[src/rtl/instr_fetch_buffer.sv]
// Fetch buffer: takes PCs over a valid/ready handshake, reads a 1-cycle-latency
// instruction memory and queues {instr, pc} pairs for decode. Flush kills all.
module instr_fetch_buffer #(
  parameter int ADDR_W = 8,
  parameter int DATA_W = 16,
  parameter int DEPTH  = 2
) (
  input  logic              clk,
  input  logic              reset,
  input  logic [ADDR_W-1:0] pc_in,
  input  logic              pc_valid,
  output logic              pc_ready,
  output logic              mem_rd,
  output logic [ADDR_W-1:0] mem_addr,
  input  logic [DATA_W-1:0] mem_rdata,
  output logic [DATA_W-1:0] instr_out,
  output logic [ADDR_W-1:0] instr_pc,
  output logic              instr_valid,
  input  logic              instr_ready,
  input  logic              flush
);

  // Handshakes: a transfer happens on a cycle where valid and ready are both
  // high at the rising edge; valid holds its payload until that transfer.
  localparam int PTR_W = (DEPTH > 1) ? $clog2(DEPTH) : 1;
  localparam int CNT_W = PTR_W + 1;
  localparam logic [CNT_W:0] DEPTH_C = (CNT_W + 1)'(DEPTH);

  logic [CNT_W-1:0]  r_count;
  logic [PTR_W-1:0]  r_wr_ptr;
  logic [PTR_W-1:0]  r_rd_ptr;
  logic              r_inflight;
  logic [ADDR_W-1:0] r_inflight_pc;
  logic [DATA_W-1:0] r_data [DEPTH];
  logic [ADDR_W-1:0] r_pc   [DEPTH];

  logic              w_pop;
  logic              w_push;
  logic              w_accept;
  logic [CNT_W:0]    w_credit;

  assign instr_valid = (r_count != '0);
  assign w_pop       = instr_valid & instr_ready;

  // Occupancy counts the outstanding read too, so a returning word always has a slot.
  assign w_credit = {1'b0, r_count}
                  + {{CNT_W{1'b0}}, r_inflight}
                  - {{CNT_W{1'b0}}, w_pop};
  assign pc_ready = reset & ~flush & (w_credit < DEPTH_C);
  assign w_accept = pc_valid & pc_ready;
  assign mem_rd   = w_accept;
  assign mem_addr = pc_in;
  assign w_push   = r_inflight & ~flush;

  assign instr_out = r_data[r_rd_ptr];
  assign instr_pc  = r_pc[r_rd_ptr];

  always_ff @(posedge clk or negedge reset) begin
    if (!reset) begin
      r_inflight    <= 1'b0;
      r_inflight_pc <= '0;
    end else begin
      r_inflight <= w_accept;
      if (w_accept) begin
        r_inflight_pc <= pc_in;
      end
    end
  end

  always_ff @(posedge clk or negedge reset) begin
    if (!reset) begin
      r_count  <= '0;
      r_wr_ptr <= '0;
      r_rd_ptr <= '0;
    end else if (flush) begin
      r_count  <= '0;
      r_wr_ptr <= '0;
      r_rd_ptr <= '0;
    end else begin
      if (w_push) begin
        r_wr_ptr <= r_wr_ptr + PTR_W'(1);
      end
      if (w_pop) begin
        r_rd_ptr <= r_rd_ptr + PTR_W'(1);
      end
      if (w_push && !w_pop) begin
        r_count <= r_count + CNT_W'(1);
      end else if (w_pop && !w_push) begin
        r_count <= r_count - CNT_W'(1);
      end
    end
  end

  always_ff @(posedge clk or negedge reset) begin
    if (!reset) begin
      for (int i = 0; i < DEPTH; i++) begin
        r_data[i] <= '0;
        r_pc[i]   <= '0;
      end
    end else if (w_push) begin
      r_data[r_wr_ptr] <= mem_rdata;
      r_pc[r_wr_ptr]   <= r_inflight_pc;
    end
  end

endmodule
[config.mk]
export PLATFORM = sky130hd
export DESIGN_NAME = instr_fetch_buffer
export DESIGN_NICKNAME = d
export VERILOG_FILES = /design/src/rtl/instr_fetch_buffer.sv
export SDC_FILE = /design/constraint.sdc
export NUM_CORES = 1
export LEC_CHECK = 0
export ABC_AREA = 1
export BUFFER_PORTS_ARGS = -buffer_cell sky130_fd_sc_hd__clkbuf_2
export CORE_UTILIZATION = 35
export CTS_CLUSTER_SIZE = 10
export DETAILED_ROUTE_END_ITERATION = 7
export PLACE_DENSITY = 0.57
export SLEW_MARGIN = 20
export SYNTH_ARGS = -nofsm -noshare
export SYNTH_HDL_FRONTEND = slang
export SYNTH_SLANG_ARGS = --single-unit
[constraint.sdc]
create_clock -name clk -period 3.7 [get_ports clk]
set_input_delay 0.37 -clock clk [delete_from_list [all_inputs] [get_ports clk]]
set_output_delay 0.37 -clock clk [all_outputs]
set_load 0.02 [all_outputs]
Yosys cells after proc, flatten, opt, wreduce, memory -nomap -nowiden
Index checks and enable logic that the tools add are counted.

Output and inout bits: 35. Flip-flop bits (word level): 61. Bits of input ports: 29. Word-level logic and storage cells: 55.

Order comparisons: 4. Add/sub/neg operators: 6. Multiplexer cells: 19. Bitwise logic cells: 8. Reductions and logical operators: 9.

Operator list (number): $mux 16 (4); $bwmux 32 (1); $mux 8 (4); $bwmux 16 (1); $demux 16 s1 (1); $demux 8 s1 (1); $mux 2 (3); $reduce_bool 2->1 (3); $and 1x1->1 (5); $ge 2x2->1 const B (2); $mux 1 (4); $not 1->2 (2); $add 2x1->3 (1); $logic_and 1x1->1 (3); $lt 3x2->1 const B (1); $reduce_bool 3->1 (1); $sub 3x1->3 (1); $add 1x1->1 const B (2); $add 2x1->2 const B (1); $logic_not 1->1 (2); $lt 2x1->1 const B (1); $sub 2x1->2 const B (1); $not 1->1 (1).

Logic depth before layout (Yosys ltp)
Gate-level depths: netlist (run 1).

Depth in word-level cells: 7. Mapped depth: 12. Depth with buffers taken out: 12.

Worst setup path before layout (run 1)
OpenSTA, ideal clock, no wires.

Path kind: flip-flop to output port. Start: reg r_count[1]. End: out mem_rd. Cell stages (with the launch flop): 12. Data arrival time: 2541 ps. Path slack: 789 ps. Buffers on the path: 0. Required time: 3330 ps. Cell sequence: dfrtp_1 > inv_1 > nand2_2 > nand2_2 > inv_1 > ha_1 > or2_2 > fa_1 > nand2_1 > nor2_2 > nand3_4 > inv_1.

Cells in the longest elaborated chain, start to end: 6. Elaborated cells on any way between the ends: 7. Classes of those cells: add/sub: 2; order compare: 1; bitwise: 3; reduce/logical: 1.

RTL lines: start, declared (line 29) `logic [CNT_W-1:0] r_count;`; start signal, assigned (line 87) `r_count <= r_count + CNT_W'(1);`; start signal, assigned (line 89) `r_count <= r_count - CNT_W'(1);`; $reduce_bool 2->1 (line 42) `assign instr_valid = (r_count != '0);`; via instr_valid (line 18) `output logic instr_valid,`; $and 1x1->1 (line 43) `assign w_pop = instr_valid & instr_ready;`; $sub 3x1->3 (line 48) `- {{CNT_W{1'b0}}, w_pop};`; $lt 3x2->1 (line 49) `assign pc_ready = reset & ~flush & (w_credit < DEPTH_C);`; $and 1x1->1 (line 49); $and 1x1->1 (line 50) `assign w_accept = pc_valid & pc_ready;`; end, declared (line 13) `output logic mem_rd,`.

The timed path passes the listed nets, and every way through them passes these cells.

Worst setup path in the final report (run 1)
Start: reg r_count[1]. End: out mem_rd.

Cells in the longest elaborated chain, start to end: 6. Elaborated cells on any way between the ends: 7. Classes of those cells: add/sub: 2; order compare: 1; bitwise: 3; reduce/logical: 1.

RTL lines (line): branches (longest 2 deep; another with $add 2x1->3); $sub 3x1->3 * (48); $lt 3x2->1 * (49); $and 1x1->1 * (49); $and 1x1->1 * (50).

Mark *: on every way between the ends.

==> impl_summary.txt, run 1 <==
----------------------------------------------------
[Status]
  Run status ... finished, final reports clean

[STA]
  Max-slew violation total from the final report ... 0
  Post-layout minimum cycle time ... 3.41 ns
  Maximum operating frequency ... slightly below 0.3 GHz
  Setup_tns ... 0 ns
  Maximum clock skew at final layout ... roughly 0.0064 ns
  Final setup violation count ... 0
  Final Hold Vio Count ... 0
  Final Hold Slack ... about 0.27 ns
  Unrepaired setup endpoints after global routing ... no
  Setup slack after layout ... 0.293 ns
  Relative slew slack ... between 40% and 50%
  Share of the clock period used by the worst path ... between 90% and 100%
  Slew at the pin closest to its max-slew limit ... 0.868 ns

[Route]
  Pre-Repair DR Iteration Count ... 4
  DR iter-0 viols ... between 90 and 100
  Via-to-Cell Ratio ... about 4.5
  DR DRC count ... 0
  Post-DR wirelength/cell ... between 10 and 15 um
  Vias post-DR ... around 2300
  Remaining antenna violation count ... 0
  Drt total wl ... just under 6000 um

[Global routing]
  Number of global-route vias before repair ... around 2100
  GR Overflow Total ... 0
  Initial antenna violation count ... 0
  Total routing usage reported by global routing ... ~15%
  Wire length of the first global-routing pass ... 9940 um
  Pin count of the biggest net entering global routing ... 62

[Worst setup path]
  Critical path buffer and inverter count ... 4
  Crit Path Category ... reg2out
  Kind of cell adding the most delay to the critical path ... simple AND/OR/NAND/NOR gates
  Critical-path cell list ... inv_1 -> nand2_2 -> nand2_2 -> inv_1 -> ha_1 -> or2_2 -> fa_1 -> nand2_1 -> nor2_2 -> nand3_4 -> inv_1 -> clkbuf_2
  Endpoint class of the critical path ... output port
  Biggest fanout along the worst timing path ... 10
  CP max stage delay ... 0.53 ns
  Category of the worst setup path launch point ... register
  Most used cell along the critical path ... sky130_fd_sc_hd__inv_1
  Data arrival, critical path ... 3.04 ns
  CP required ... between 3 and 4 ns
  CP max stage cell ... sky130_fd_sc_hd__dfrtp_1

[Die]
  Boundary Pins ... 64
  Placeable core area ... 0.00781 mm^2
  Width of the chip ... just over 90 um
  Vertical extent of the die ... between 90 and 100 um
  Overall die area ... between 0.008 and 0.009 mm^2
  Effective utilization at floorplan ... 36.6%
  # rows ... 32

[Synthesis]
  Post-synthesis cell count ... ~340
  Count of cell types in the netlist ... 25
  Synth Register Bits ... roughly 60
  Synthesized netlist net count ... about 370
  Count of synthesis-stage warnings from yosys ... 0
  Per-instance average area after synthesis ... approximately 8.4 um^2
  Post-synthesis sequential area ratio ... around 53%
  Post-synthesis instance area ... 0.00286 mm^2

[Layout]
  End-of-flow core utilization ... a little over two fifths
  Diode insertion count for antenna repair ... 0
  Layout cells sized above 1 ... between 20% and 30%
  Number of nets in the finished design ... approximately 430
  Fill cell count ... approximately 830
  Cell Count, Final, Fillers Out ... 500
  Syn-to-layout area delta ... 18.9%

[Power]
  Power density cells ... between 600 and 700 mW/mm^2
  Peak supply drop ... approximately 0.28 mV
  Static power due to leakage ... 1.87 nW
  Sequential power share ... 40.6%
  Share of power burned in the clock network ... between 30% and 40%
  Sw Ratio ... between 30% and 40%
  Fraction of power consumed by combinational cells ... between 20 and 30%
  Pint ... 1.55 mW
  Switching power of the nets ... between 700 and 800 uW

[Clock network]
  Setup repair bufs after CTS ... 0
  CTS tree ... yes
  Clock latency reported for the late side of the worst-skew pair ... roughly 0.33 ns
  Number of H-tree branching levels ... 3
  Clock tree buffer depth ... 2
  Number of buffers inserted by hold repair at cts ... 0
  Total clock buffers created by CTS ... 9
  Clock slew at reported path FFs ... roughly 0.07 ns
  Cell chosen for the clock root ... sky130_fd_sc_hd__clkbuf_8
  Num Clock Sinks ... ~60
  PostCTS Resize Cnt ... 0

[Placed design]
  Setup slack after placement ... around 0.63 ns
  Placed Instances ... a little under 500
  Port Buffer Count ... 63
  Dpl hpwl ... between 3000 and 4000 um
  Final Wtd Congestion ... 0.725

[Min path]
  Path category of the worst min-delay check ... in2async

[Run]
  Max Cap Viol ... 0

----------------------------------------------------
-- area by class of cell --
type	count	area, um^2	share of cell area, %
Tap cell	102	128	3.76
Timing Repair Buffer	65	330	9.72
Inverter	34	128	3.76
Clock inverter	4	95.1	2.80
Clock buffer	11	151	4.46
Sequential cell	61	1530	44.9
Multi-Input combinational cell	223	1040	30.6
-- Yosys cell counts --
| library cell | instances | area [um^2] |
|---|---|---|
| sky130_fd_sc_hd__nand2_1 | 145 | 544 |
| sky130_fd_sc_hd__dfrtp_1 | 61 | 1530 |
| sky130_fd_sc_hd__o21ai_0 | 36 | 180 |
| sky130_fd_sc_hd__inv_1 | 32 | 120 |
| sky130_fd_sc_hd__nand4_1 | 12 | 75.1 |
| sky130_fd_sc_hd__buf_4 | 8 | 60.1 |
| sky130_fd_sc_hd__o21ai_1 | 8 | 40.0 |
| sky130_fd_sc_hd__clkbuf_1 | 6 | 22.5 |
| sky130_fd_sc_hd__buf_6 | 5 | 56.3 |
| sky130_fd_sc_hd__nand2_2 | 5 | 31.3 |
| sky130_fd_sc_hd__o21ai_2 | 5 | 43.8 |
| sky130_fd_sc_hd__buf_2 | 4 | 20.0 |
| sky130_fd_sc_hd__nand3_1 | 3 | 15.0 |
| sky130_fd_sc_hd__a21oi_1 | 1 | 5.00 |
| sky130_fd_sc_hd__clkbuf_2 | 1 | 5.00 |
| sky130_fd_sc_hd__clkinv_1 | 1 | 3.75 |
| sky130_fd_sc_hd__fa_1 | 1 | 20.0 |
| sky130_fd_sc_hd__ha_1 | 1 | 12.5 |
| sky130_fd_sc_hd__inv_2 | 1 | 3.75 |
| sky130_fd_sc_hd__nand3_4 | 1 | 17.5 |
| sky130_fd_sc_hd__nor2_1 | 1 | 3.75 |
| sky130_fd_sc_hd__nor2_2 | 1 | 6.26 |
| sky130_fd_sc_hd__nor2_4 | 1 | 11.3 |
| sky130_fd_sc_hd__or2_2 | 1 | 6.26 |
| sky130_fd_sc_hd__xnor2_4 | 1 | 27.5 |
-- layer usage --
| metal | share of wire (%) | vias up | track usage [%] | wire, um |
|---|---|---|---|---|
| met5 | 0 | - | 0 | 0 |
| met4 | 1.1 | 0 | 4.30 | 65 |
| met3 | 6.4 | 5 | 5.67 | 371 |
| met2 | 42 | 69 | 22.3 | 2440 |
| met1 | 51 | 1019 | 20.7 | 2940 |
| li1 | - | 1158 | - | - |
-- cells in the final DEF, fill, tap and decap left out --
master,netlist,routed
sky130_fd_sc_hd__a21oi_1,1,1
sky130_fd_sc_hd__or2_2,1,1
sky130_fd_sc_hd__nor2_4,1,1
sky130_fd_sc_hd__clkinv_2,0,1
sky130_fd_sc_hd__nor2_1,1,1
sky130_fd_sc_hd__o21ai_0,36,36
sky130_fd_sc_hd__buf_4,8,2
sky130_fd_sc_hd__nor2_2,1,1
sky130_fd_sc_hd__nand2_2,5,5
sky130_fd_sc_hd__o21ai_1,8,8
sky130_fd_sc_hd__bufinv_16,0,3
sky130_fd_sc_hd__clkbuf_2,1,63
sky130_fd_sc_hd__nand3_1,3,3
sky130_fd_sc_hd__o21ai_2,5,5
sky130_fd_sc_hd__inv_1,32,32
sky130_fd_sc_hd__inv_2,1,1
sky130_fd_sc_hd__ha_1,1,1
sky130_fd_sc_hd__nand3_4,1,1
sky130_fd_sc_hd__clkbuf_8,0,11
sky130_fd_sc_hd__clkinv_1,1,1
sky130_fd_sc_hd__nand4_1,12,12
sky130_fd_sc_hd__fa_1,1,1
sky130_fd_sc_hd__nand2_1,145,145
sky130_fd_sc_hd__xnor2_4,1,1
sky130_fd_sc_hd__dfrtp_1,61,61
-- cells by family (layout without fill, tap and decap cells) --
group                    count (synthesis)  in the layout  share of synthesized area, %
AND/OR/NAND/NOR                        170            170                          24.9
flip-flops                              61             61                          53.4
buffers and inverters                   58            114                          10.2
AO/OA/AOI/OAI                           50             50                          9.41
adder cells (fa/ha/maj)                  2              2                          1.14
XOR/XNOR                                 1              1                         0.963
-- worst register-to-register path, cell delays in order, from the launching register on --
cell	delay, ns
sky130_fd_sc_hd__dfrtp_1	0.53
sky130_fd_sc_hd__inv_1	0.09
sky130_fd_sc_hd__nand2_2	0.11
sky130_fd_sc_hd__nand2_2	0.08
sky130_fd_sc_hd__inv_1	0.06
sky130_fd_sc_hd__ha_1	0.21
sky130_fd_sc_hd__or2_2	0.30
sky130_fd_sc_hd__fa_1	0.48
sky130_fd_sc_hd__nand2_1	0.06
sky130_fd_sc_hd__nor2_2	0.34
sky130_fd_sc_hd__nand3_4	0.18
sky130_fd_sc_hd__nand2_1	0.10
sky130_fd_sc_hd__nand2_1	0.05
-- registers in the layout, summed over array words and instances (netlist names) --
name	flops
r_inflight_pc	8
r_data	32
r_rd_ptr	1
r_pc	16
r_wr_ptr	1
r_inflight	1
r_count	2
-- power groups by stage --
stage	logic (mW)	clock network [mW]	registers, mW
6_report	0.649	0.727	0.942
4_1_cts	0.661	0.746	0.942
3_5_place_dp	0.659	0	0.953
2_1_floorplan	0.469	0	0.929
3_3_place_gp	0.650	0	0.949
5_1_grt	0.744	0.773	0.968
-- final timing paths --
path,start,end,slack [ns],cells after the start
worst max-delay path,r_count[1],mem_rd,0.29,12
worst min-delay path,reset,r_data[23],0.27,2
worst max register to register,r_count[1],r_inflight_pc[2],1.01,12
worst min register to register,r_inflight_pc[1],r_inflight_pc[1],0.48,2
max in group asynchronous,reset,r_pc[2],2.92,2
min in group clk,mem_rdata[0],r_data[16],0.27,3
-- per-stage QoR --
| step | instance area (um^2) | total power [mW] |
|---|---|---|
| after floorplan | 2860 | 1.40 |
| after global placement | 3150 | 1.60 |
| after detailed placement | 3150 | 1.61 |
| after CTS | 3400 | 2.35 |
| after global routing | 3400 | 2.49 |
| final | 3400 | 2.32 |
No activity file was read; power rests on OpenSTA's default activity.
==> run 2: changes to the inputs <==
==> constraint.sdc (replaced) <==
create_clock -name clk -period 4.35 [get_ports clk]
set_input_delay 0.435 -clock clk [delete_from_list [all_inputs] [get_ports clk]]
set_output_delay 0.435 -clock clk [all_outputs]
set_load 0.02 [all_outputs]
==> impl_summary.txt, run 2 (synthesized netlist as in run 1, its figures left out) <==
----------------------------------------------------
[Status]
  Run status ... finished, final reports clean

[Die]
  Width of the chip ... 92.4 um (unchanged)
  Vertical extent of the die ... 92.4 um (unchanged)
  Boundary Pins ... 64 (unchanged)
  Placeable core area ... 0.00781 mm^2 (unchanged)
  # rows ... 32 (unchanged)
  Overall die area ... 0.00853 mm^2 (unchanged)
  Effective utilization at floorplan ... 36.6% (unchanged)

[Layout]
  Regs by FF count ... r_data (32), r_pc (16), r_inflight_pc (8)
  Diode insertion count for antenna repair ... 0 (unchanged)
  Syn-to-layout area delta ... 17.3%
  Layout cells sized above 1 ... 24.1% (-0.060 points)
  Number of nets in the finished design ... 425 (unchanged)
  Fill cell count ... 821 (-0.48%)
  Largest Register ... r_data
  Max reg flops ... 32 (unchanged)
  Final Cell Area ... 0.00335 mm^2 (-1.3%)
  Leading cell types in the layout, fill and taps excluded ... 145 x sky130_fd_sc_hd__nand2_1, 63 x sky130_fd_sc_hd__clkbuf_2, 61 x sky130_fd_sc_hd__dfrtp_1, 36 x sky130_fd_sc_hd__o21ai_0, 32 x sky130_fd_sc_hd__inv_1
  Cell Count, Final, Fillers Out ... 501 (+0.20%)
  Most common library cell in the layout ignoring fill and taps ... sky130_fd_sc_hd__nand2_1

[Clock network]
  Clock slew at reported path FFs ... 0.07 ns (about the same)
  Number of buffers inserted by hold repair at cts ... 0 (unchanged)
  Setup repair bufs after CTS ... 0 (unchanged)
  Clock latency reported for the late side of the worst-skew pair ... 0.34 ns (about the same)
  Number of H-tree branching levels ... 3 (unchanged)
  Num Clock Sinks ... 61 (unchanged)
  Total clock buffers created by CTS ... 9 (unchanged)
  PostCTS Resize Cnt ... 0 (unchanged)
  Clock tree buffer depth ... 2 (unchanged)
  Cell chosen for the clock root ... sky130_fd_sc_hd__clkbuf_8
  CTS tree ... yes

[Run]
  Max Cap Viol ... 0 (unchanged)

[Placed design]
  Setup slack after placement ... 1.21 ns (+0.585 ns)
  Placed Instances ... 485 (unchanged)
  Dpl hpwl ... 3640 um (-1.7%)
  Post-Place Cell Area ... 0.00315 mm^2 (unchanged)
  Port Buffer Count ... 63 (unchanged)
  Final Wtd Congestion ... 0.716 (-1.2%)

[Global routing]
  Number of global-route vias before repair ... 2167 (+1.0%)
  Total routing usage reported by global routing ... 15.4% (+0.27 points)
  Wire length of the first global-routing pass ... 10100 um (+1.9%)
  Pin count of the biggest net entering global routing ... 62 (unchanged)
  GR Overflow Total ... 0 (unchanged)
  Initial antenna violation count ... 0 (unchanged)

[STA]
  Maximum clock skew at final layout ... 0.0102 ns (+0.00375 ns)
  Setup slack after layout ... 0.872 ns (+0.579 ns)
  Max-slew violation total from the final report ... 0 (unchanged)
  Unrepaired setup endpoints after global routing ... no
  Share of the clock period used by the worst path ... approximately four fifths
  Relative slew slack ... 40.4% (-1.5 points)
  Slew at the pin closest to its max-slew limit ... 0.891 ns (+0.0226 ns)
  Final Hold Vio Count ... 0 (unchanged)
  Maximum operating frequency ... around 0.29 GHz
  Setup_tns ... 0 ns (unchanged)
  Post-layout minimum cycle time ... approximately 3.5 ns
  Final setup violation count ... 0 (unchanged)

[Route]
  DR DRC count ... 0 (unchanged)
  DR iter-0 viols ... 125 (+30%)
  Remaining antenna violation count ... 0 (unchanged)
  Pre-Repair DR Iteration Count ... 4 (unchanged)
  Post-DR wirelength/cell ... 11.4 um (-2.2%)
  Drt total wl ... 5710 um (-2.0%)
  Vias post-DR ... 2240 (-0.49%)
  Via-to-Cell Ratio ... 4.47 (-0.69%)

[Worst setup path]
  Biggest fanout along the worst timing path ... 10 (unchanged)
  CP required ... 3.91 ns (+0.58 ns)
  CP max stage cell ... sky130_fd_sc_hd__dfrtp_1
  Crit Path Category ... reg2out
  Endpoint class of the critical path ... output port
  CP max stage delay ... 0.54 ns (about the same)
  Critical-path cell list ... inv_1 -> nand2_2 -> nand2_2 -> inv_1 -> ha_1 -> or2_2 -> fa_1 -> nand2_1 -> nor2_2 -> nand3_4 -> inv_1 -> clkbuf_2
  Kind of cell adding the most delay to the critical path ... simple AND/OR/NAND/NOR gates
  Category of the worst setup path launch point ... register
  Data arrival, critical path ... 3.04 ns (about the same)
  Most used cell along the critical path ... sky130_fd_sc_hd__inv_1
  Critical path buffer and inverter count ... 4 (unchanged)

[Power]
  Power density cells ... 553 mW/mm^2 (-19%)
  Static power due to leakage ... 1.85 nW (-1.4%)
  Pwr Total ... 1.86 mW (-20%)
  Peak supply drop ... 0.196 mV (-29%)

[Min path]
  Path category of the worst min-delay check ... in2reg

----------------------------------------------------
[run 2: cell count changes in the layout (fill, tap and decap cells not counted), sizes merged]
cell	previous run	this run
bufinv	3	1
clkinvlp	0	1
clkinv	2	4
[run 2: layer usage]
layer,up-vias,track usage (%),part of all wire (%)
met4,0,6.25,1.5
met2,62,22.6,41
met5,-,0,0
met3,9,4.93,6.1
met1,1006,21.0,51
li1,1163,-,-
[run 2: cell type report]
type	count	area (um^2)	area share (%)
multi-input combinational	223	1040	31.0
sequential	61	1530	45.5
timing repair buffer	65	330	9.85
tap	102	128	3.81
clock buffer	11	141	4.22
clock inverter	5	60.1	1.79
inverter	34	128	3.81
[run 2: worst register-to-register path, cell delays in order, from the launching register on]
cell	delay, ns
sky130_fd_sc_hd__dfrtp_1	0.54
sky130_fd_sc_hd__inv_1	0.09
sky130_fd_sc_hd__nand2_2	0.11
sky130_fd_sc_hd__nand2_2	0.08
sky130_fd_sc_hd__inv_1	0.06
sky130_fd_sc_hd__ha_1	0.21
sky130_fd_sc_hd__or2_2	0.30
sky130_fd_sc_hd__fa_1	0.48
sky130_fd_sc_hd__nand2_1	0.06
sky130_fd_sc_hd__nor2_2	0.33
sky130_fd_sc_hd__nand3_4	0.17
sky130_fd_sc_hd__nand2_1	0.11
sky130_fd_sc_hd__nand2_1	0.05
[run 2: worst paths after layout]
kind / from / endpoint / slack (ns) / cells after the start
setup / recovery: r_count[1] / mem_rd / 0.87 / 12
hold / removal: mem_rdata[0] / r_data[16] / 0.33 / 3
setup reg to reg: r_count[1] / r_inflight_pc[5] / 1.65 / 12
hold reg to reg: r_inflight_pc[1] / r_inflight_pc[1] / 0.47 / 2
max in group asynchronous: reset / r_pc[5] / 3.51 / 2
min in group asynchronous: reset / r_data[23] / 0.34 / 2
[run 2: power by group]
part | leakage, nW | switching [mW] | total [mW] | internal [mW]
clock network | 0.0995 | 0.222 | 0.503 | 0.281
registers | 0.804 | 0.0806 | 0.801 | 0.720
logic | 0.942 | 0.360 | 0.552 | 0.192
total | 1.85 | 0.662 | 1.86 | 1.19
[run 2: metrics by stage]
stage / util (%) / hold slack (ns)
floorplan: - / 0.139
global placement: 40.4 / 0.459
detailed placement: 40.4 / 0.462
CTS: 42.9 / 0.321
global route: 42.9 / 0.344
finish: 42.9 / 0.332
==> run 3: changes to the inputs <==
--- a/config.mk
+++ b/config.mk
@@ -5,12 +5,12 @@
 export SDC_FILE = /design/constraint.sdc
 export NUM_CORES = 1
 export LEC_CHECK = 0
-export ABC_AREA = 1
+export ABC_AREA = 0
 export BUFFER_PORTS_ARGS = -buffer_cell sky130_fd_sc_hd__clkbuf_2
 export CORE_UTILIZATION = 35
 export CTS_CLUSTER_SIZE = 10
 export DETAILED_ROUTE_END_ITERATION = 7
-export PLACE_DENSITY = 0.57
+export PLACE_DENSITY = 0.59
 export SLEW_MARGIN = 20
 export SYNTH_ARGS = -nofsm -noshare
 export SYNTH_HDL_FRONTEND = slang
==> constraint.sdc (replaced) <==
create_clock -name clk -period 2.81 [get_ports clk]
set_input_delay 0.281 -clock clk [delete_from_list [all_inputs] [get_ports clk]]
set_output_delay 0.281 -clock clk [all_outputs]
set_load 0.02 [all_outputs]
==> impl_summary.txt, run 3 <==
----------------------------------------------------
[Route]
  Remaining antenna violation count ... 0 (unchanged)
  Drt total wl ... 4960 um (-13%)
  DR DRC count ... 0 (unchanged)
  Vias post-DR ... 1659 (-26%)
  DR iter-0 viols ... 15 (-88%)
  Via-to-Cell Ratio ... 4.65 (+3.9%)
  Pre-Repair DR Iteration Count ... 4 (unchanged)
  Post-DR wirelength/cell ... 13.9 um (+22%)

[Layout]
  Number of nets in the finished design ... 285 (-33%)
  Leading cell types in the layout, fill and taps excluded ... 80 x sky130_fd_sc_hd__mux2_2, 62 x sky130_fd_sc_hd__clkbuf_2, 61 x sky130_fd_sc_hd__dfrtp_1, 12 x sky130_fd_sc_hd__buf_4, 10 x sky130_fd_sc_hd__clkbuf_8
  Register area ... 0.00153 mm^2 (unchanged)
  Syn-to-layout area delta ... 21.9%
  Final Cell Area ... 0.00333 mm^2 (-0.82%)
  Area occupied by multi-input gates ... 0.00110 mm^2 (+5.5%)
  Max reg flops ... 32 (unchanged)
  Fill cell count ... 696 (-15%)
  Diode insertion count for antenna repair ... 0 (unchanged)
  Most common library cell in the layout ignoring fill and taps ... sky130_fd_sc_hd__mux2_2
  Largest Register ... r_data
  Layout cells sized above 1 ... 66.7% (+43 points)
  Cell Count, Final, Fillers Out ... 357 (-29%)
  End-of-flow core utilization ... 44.9% (+1.9 points)
  Regs by FF count ... r_data (32), r_pc (16), r_inflight_pc (8)

[STA]
  Maximum operating frequency ... 0.374 GHz
  Unrepaired setup endpoints after global routing ... no
  Final Hold Slack ... 0.175 ns (-0.157 ns)
  Final Hold Vio Count ... 0 (unchanged)
  Relative slew slack ... 50.1% (+9.7 points)
  Slew at the pin closest to its max-slew limit ... 0.748 ns (-0.143 ns)
  Final setup violation count ... 0 (unchanged)
  Post-layout minimum cycle time ... around 2.7 ns
  Maximum clock skew at final layout ... 0.00658 ns (-0.00361 ns)
  Share of the clock period used by the worst path ... a little over nine tenths
  Setup slack after layout ... 0.134 ns (-0.738 ns)
  Max-slew violation total from the final report ... 0 (unchanged)
  Setup_tns ... 0 ns (unchanged)

[Clock network]
  Num Clock Sinks ... 61 (unchanged)
  Clock latency reported for the late side of the worst-skew pair ... 0.33 ns (about the same)
  Clock tree buffer depth ... 2 (unchanged)
  CTS tree ... yes
  Cell chosen for the clock root ... sky130_fd_sc_hd__clkbuf_8
  Total clock buffers created by CTS ... 9 (unchanged)
  Number of H-tree branching levels ... 3 (unchanged)
  Clock slew at reported path FFs ... 0.06 ns (about the same)

[Synthesis]
  Ys flop type ... sky130_fd_sc_hd__dfrtp_1
  Count of synthesis-stage warnings from yosys ... 0 (unchanged)
  Synth Register Bits ... 61 (unchanged)
  Synthesized netlist net count ... 215 (-42%)
  Post-synthesis cell count ... 184 (-46%)
  Cell taking the most area after synthesis ... sky130_fd_sc_hd__dfrtp_1
  Most frequently used cell type in the post-synthesis netlist ... sky130_fd_sc_hd__mux2_2
  Leading cell types by total area after synthesis ... sky130_fd_sc_hd__dfrtp_1 56%, sky130_fd_sc_hd__mux2_2 33%, sky130_fd_sc_hd__buf_4 2.2%, sky130_fd_sc_hd__buf_2 1.1%, sky130_fd_sc_hd__nor4b_4 0.87%
  Fraction of synthesis flops using an asynchronous set or reset pin ... 100% (unchanged)
  Count of flip-flops with a built-in enable after synthesis ... 0 (unchanged)
  Post-synthesis instance area ... 0.00273 mm^2 (-4.5%)
  Per-instance average area after synthesis ... 14.8 um^2 (+77%)
  Commonest cells in the synthesized netlist ... 80 x sky130_fd_sc_hd__mux2_2, 61 x sky130_fd_sc_hd__dfrtp_1, 8 x sky130_fd_sc_hd__buf_4, 6 x sky130_fd_sc_hd__buf_2, 4 x sky130_fd_sc_hd__nor2_1
  Count of cell types in the netlist ... 25 (unchanged)
  Share of the synthesized area in the top cell type ... 55.9% (+2.5 points)
  Post-synthesis sequential area ratio ... 55.9% (+2.5 points)

[Global routing]
  Highest-utilization routing layer at the global route stage ... met2
  GR Overflow Total ... 0 (unchanged)
  Grt met1 use ... 18.0% (-3.0 points)
  Wire length of the first global-routing pass ... 8670 um (-14%)
  Initial antenna violation count ... 0 (unchanged)
  Met2 track demand over resource in global routing ... 21.6% (-1.0 points)
  Number of global-route vias before repair ... 1716 (-21%)
  Pin count of the biggest net entering global routing ... 62 (unchanged)
  Global routing met3 resource utilization ... 4.88% (-0.044 points)
  Total routing usage reported by global routing ... 13.8% (-1.6 points)

[Status]
  Run status ... finished, final reports clean

[Placed design]
  Setup slack after placement ... 0.266 ns (-0.947 ns)
  Dpl hpwl ... 3380 um (-7.0%)
  Placed Instances ... 339 (-30%)
  Final Wtd Congestion ... 0.818 (+14%)
  Port Buffer Count ... 63 (unchanged)
  Post-Place Cell Area ... 0.00314 mm^2 (-0.44%)

[Worst setup path]
  Data arrival, critical path ... 2.40 ns (-0.64 ns)
  Depth of the most critical reg-to-reg path ... 9 (-3)
  CP required ... 2.53 ns (-1.38 ns)
  Biggest fanout along the worst timing path ... 2 (-8)
  Category of the worst setup path launch point ... register
  Crit Path Category ... reg2out
  Endpoint class of the critical path ... output port

[Power]
  Sw Ratio ... 29.1% (-6.6 points)
  Power density cells ... 736 mW/mm^2 (+33%)
  Peak supply drop ... 0.373 mV (+90%)
  Sequential power share ... 47.4% (+4.2 points)
  Share of power burned in the clock network ... 26.0% (-1.1 points)
  Switching power of the nets ... 713 uW (+7.7%)
  Pint ... 1.74 mW (+45%)
  Fraction of power consumed by combinational cells ... 26.6% (-3.1 points)
  Pwr Total ... 2.45 mW (+32%)
  Static power due to leakage ... 1.62 nW (-12%)

[Min path]
  Path category of the worst min-delay check ... in2async

[Die]
  Effective utilization at floorplan ... 36.8% (+0.23 points)
  Overall die area ... 0.00815 mm^2 (-4.4%)
  Placeable core area ... 0.00741 mm^2 (-5.1%)
  Vertical extent of the die ... 90.3 um (-2.2%)
  # rows ... 31 (-3.1%)
  Boundary Pins ... 64 (unchanged)
  Width of the chip ... 90.3 um (-2.2%)

[Run]
  Max Cap Viol ... 0 (unchanged)

----------------------------------------------------
==> run 3: changes by cell type in the layout (fill, tap and decap cells not counted), sizes merged, moves of 4 or more <==
cell | before | now
nand3 | 4 | 0
nand4 | 12 | 0
nand2 | 150 | 1
mux2 | 0 | 80
o21ai | 49 | 2
buf | 2 | 13
inv | 33 | 2
==> run 3: worst paths after layout <==
check | endpoint | start | slack, ns
worst max-delay path | mem_rd | r_count[1] | 0.13
worst min-delay path | r_data[19] | reset | 0.18
worst max register to register | r_inflight_pc[0] | r_count[1] | 0.23
worst min register to register | r_data[6] | r_data[6] | 0.50
max in group asynchronous | r_inflight | reset | 2.14
min in group clk | r_inflight_pc[3] | pc_in[3] | 0.20
==> run 3: what timing repair did <==
item / CTS / global route
gates resized for setup: 1 / 2
endpoints found under the setup margin: 1 / 1
pin swaps: 0 / 1
hold buffers: 0 / 0
setup buffers: 2 / 1
==> run 3: metal layers <==
metal / wire [um] / part of all wire, % / up-vias
li1: - / - / 783
met1: 2370 / 48 / 819
met2: 2300 / 46 / 51
met3: 234 / 4.7 / 6
met4: 51 / 1.0 / 0
met5: 0 / 0 / -
==> run 3: power groups by stage <==
stage	clock [mW]	combinational, mW	sequential (mW)
6_report	0.636	0.651	1.16
3_5_place_dp	0	0.656	1.18
3_3_place_gp	0	0.648	1.17
5_1_grt	0.714	0.706	1.19
4_1_cts	0.671	0.661	1.16
2_1_floorplan	0	0.479	1.15
==> run 3: final cells by class <==
class                      count  share of cell area [%]
clock buffer                  13                    4.48
clock inverter                 2                   0.301
inverter                       2                   0.226
multi-input combinational    105                    33.0
sequential                    61                    45.9
tap                           99                    3.72
timing repair buffer          75                    12.4
==> run 3: cells by family after synthesis <==
family	synth area share, %
multiplexers	33.0
flip-flops	55.9
buffers and inverters	3.85
AND/OR/NAND/NOR	3.81
AO/OA/AOI/OAI	1.24
XOR/XNOR	0.963
adder cells (fa/ha/maj)	1.19
==> run 3: critical path, cell delays in order, from the launching register on <==
cell and delay, ns:
sky130_fd_sc_hd__dfrtp_1 0.38, sky130_fd_sc_hd__o21a_1 0.20, sky130_fd_sc_hd__ha_1 0.26, sky130_fd_sc_hd__nand2b_1 0.15, sky130_fd_sc_hd__fa_1 0.37, sky130_fd_sc_hd__xor2_1 0.18
sky130_fd_sc_hd__nor4b_4 0.27, sky130_fd_sc_hd__buf_6 0.14, sky130_fd_sc_hd__buf_4 0.13
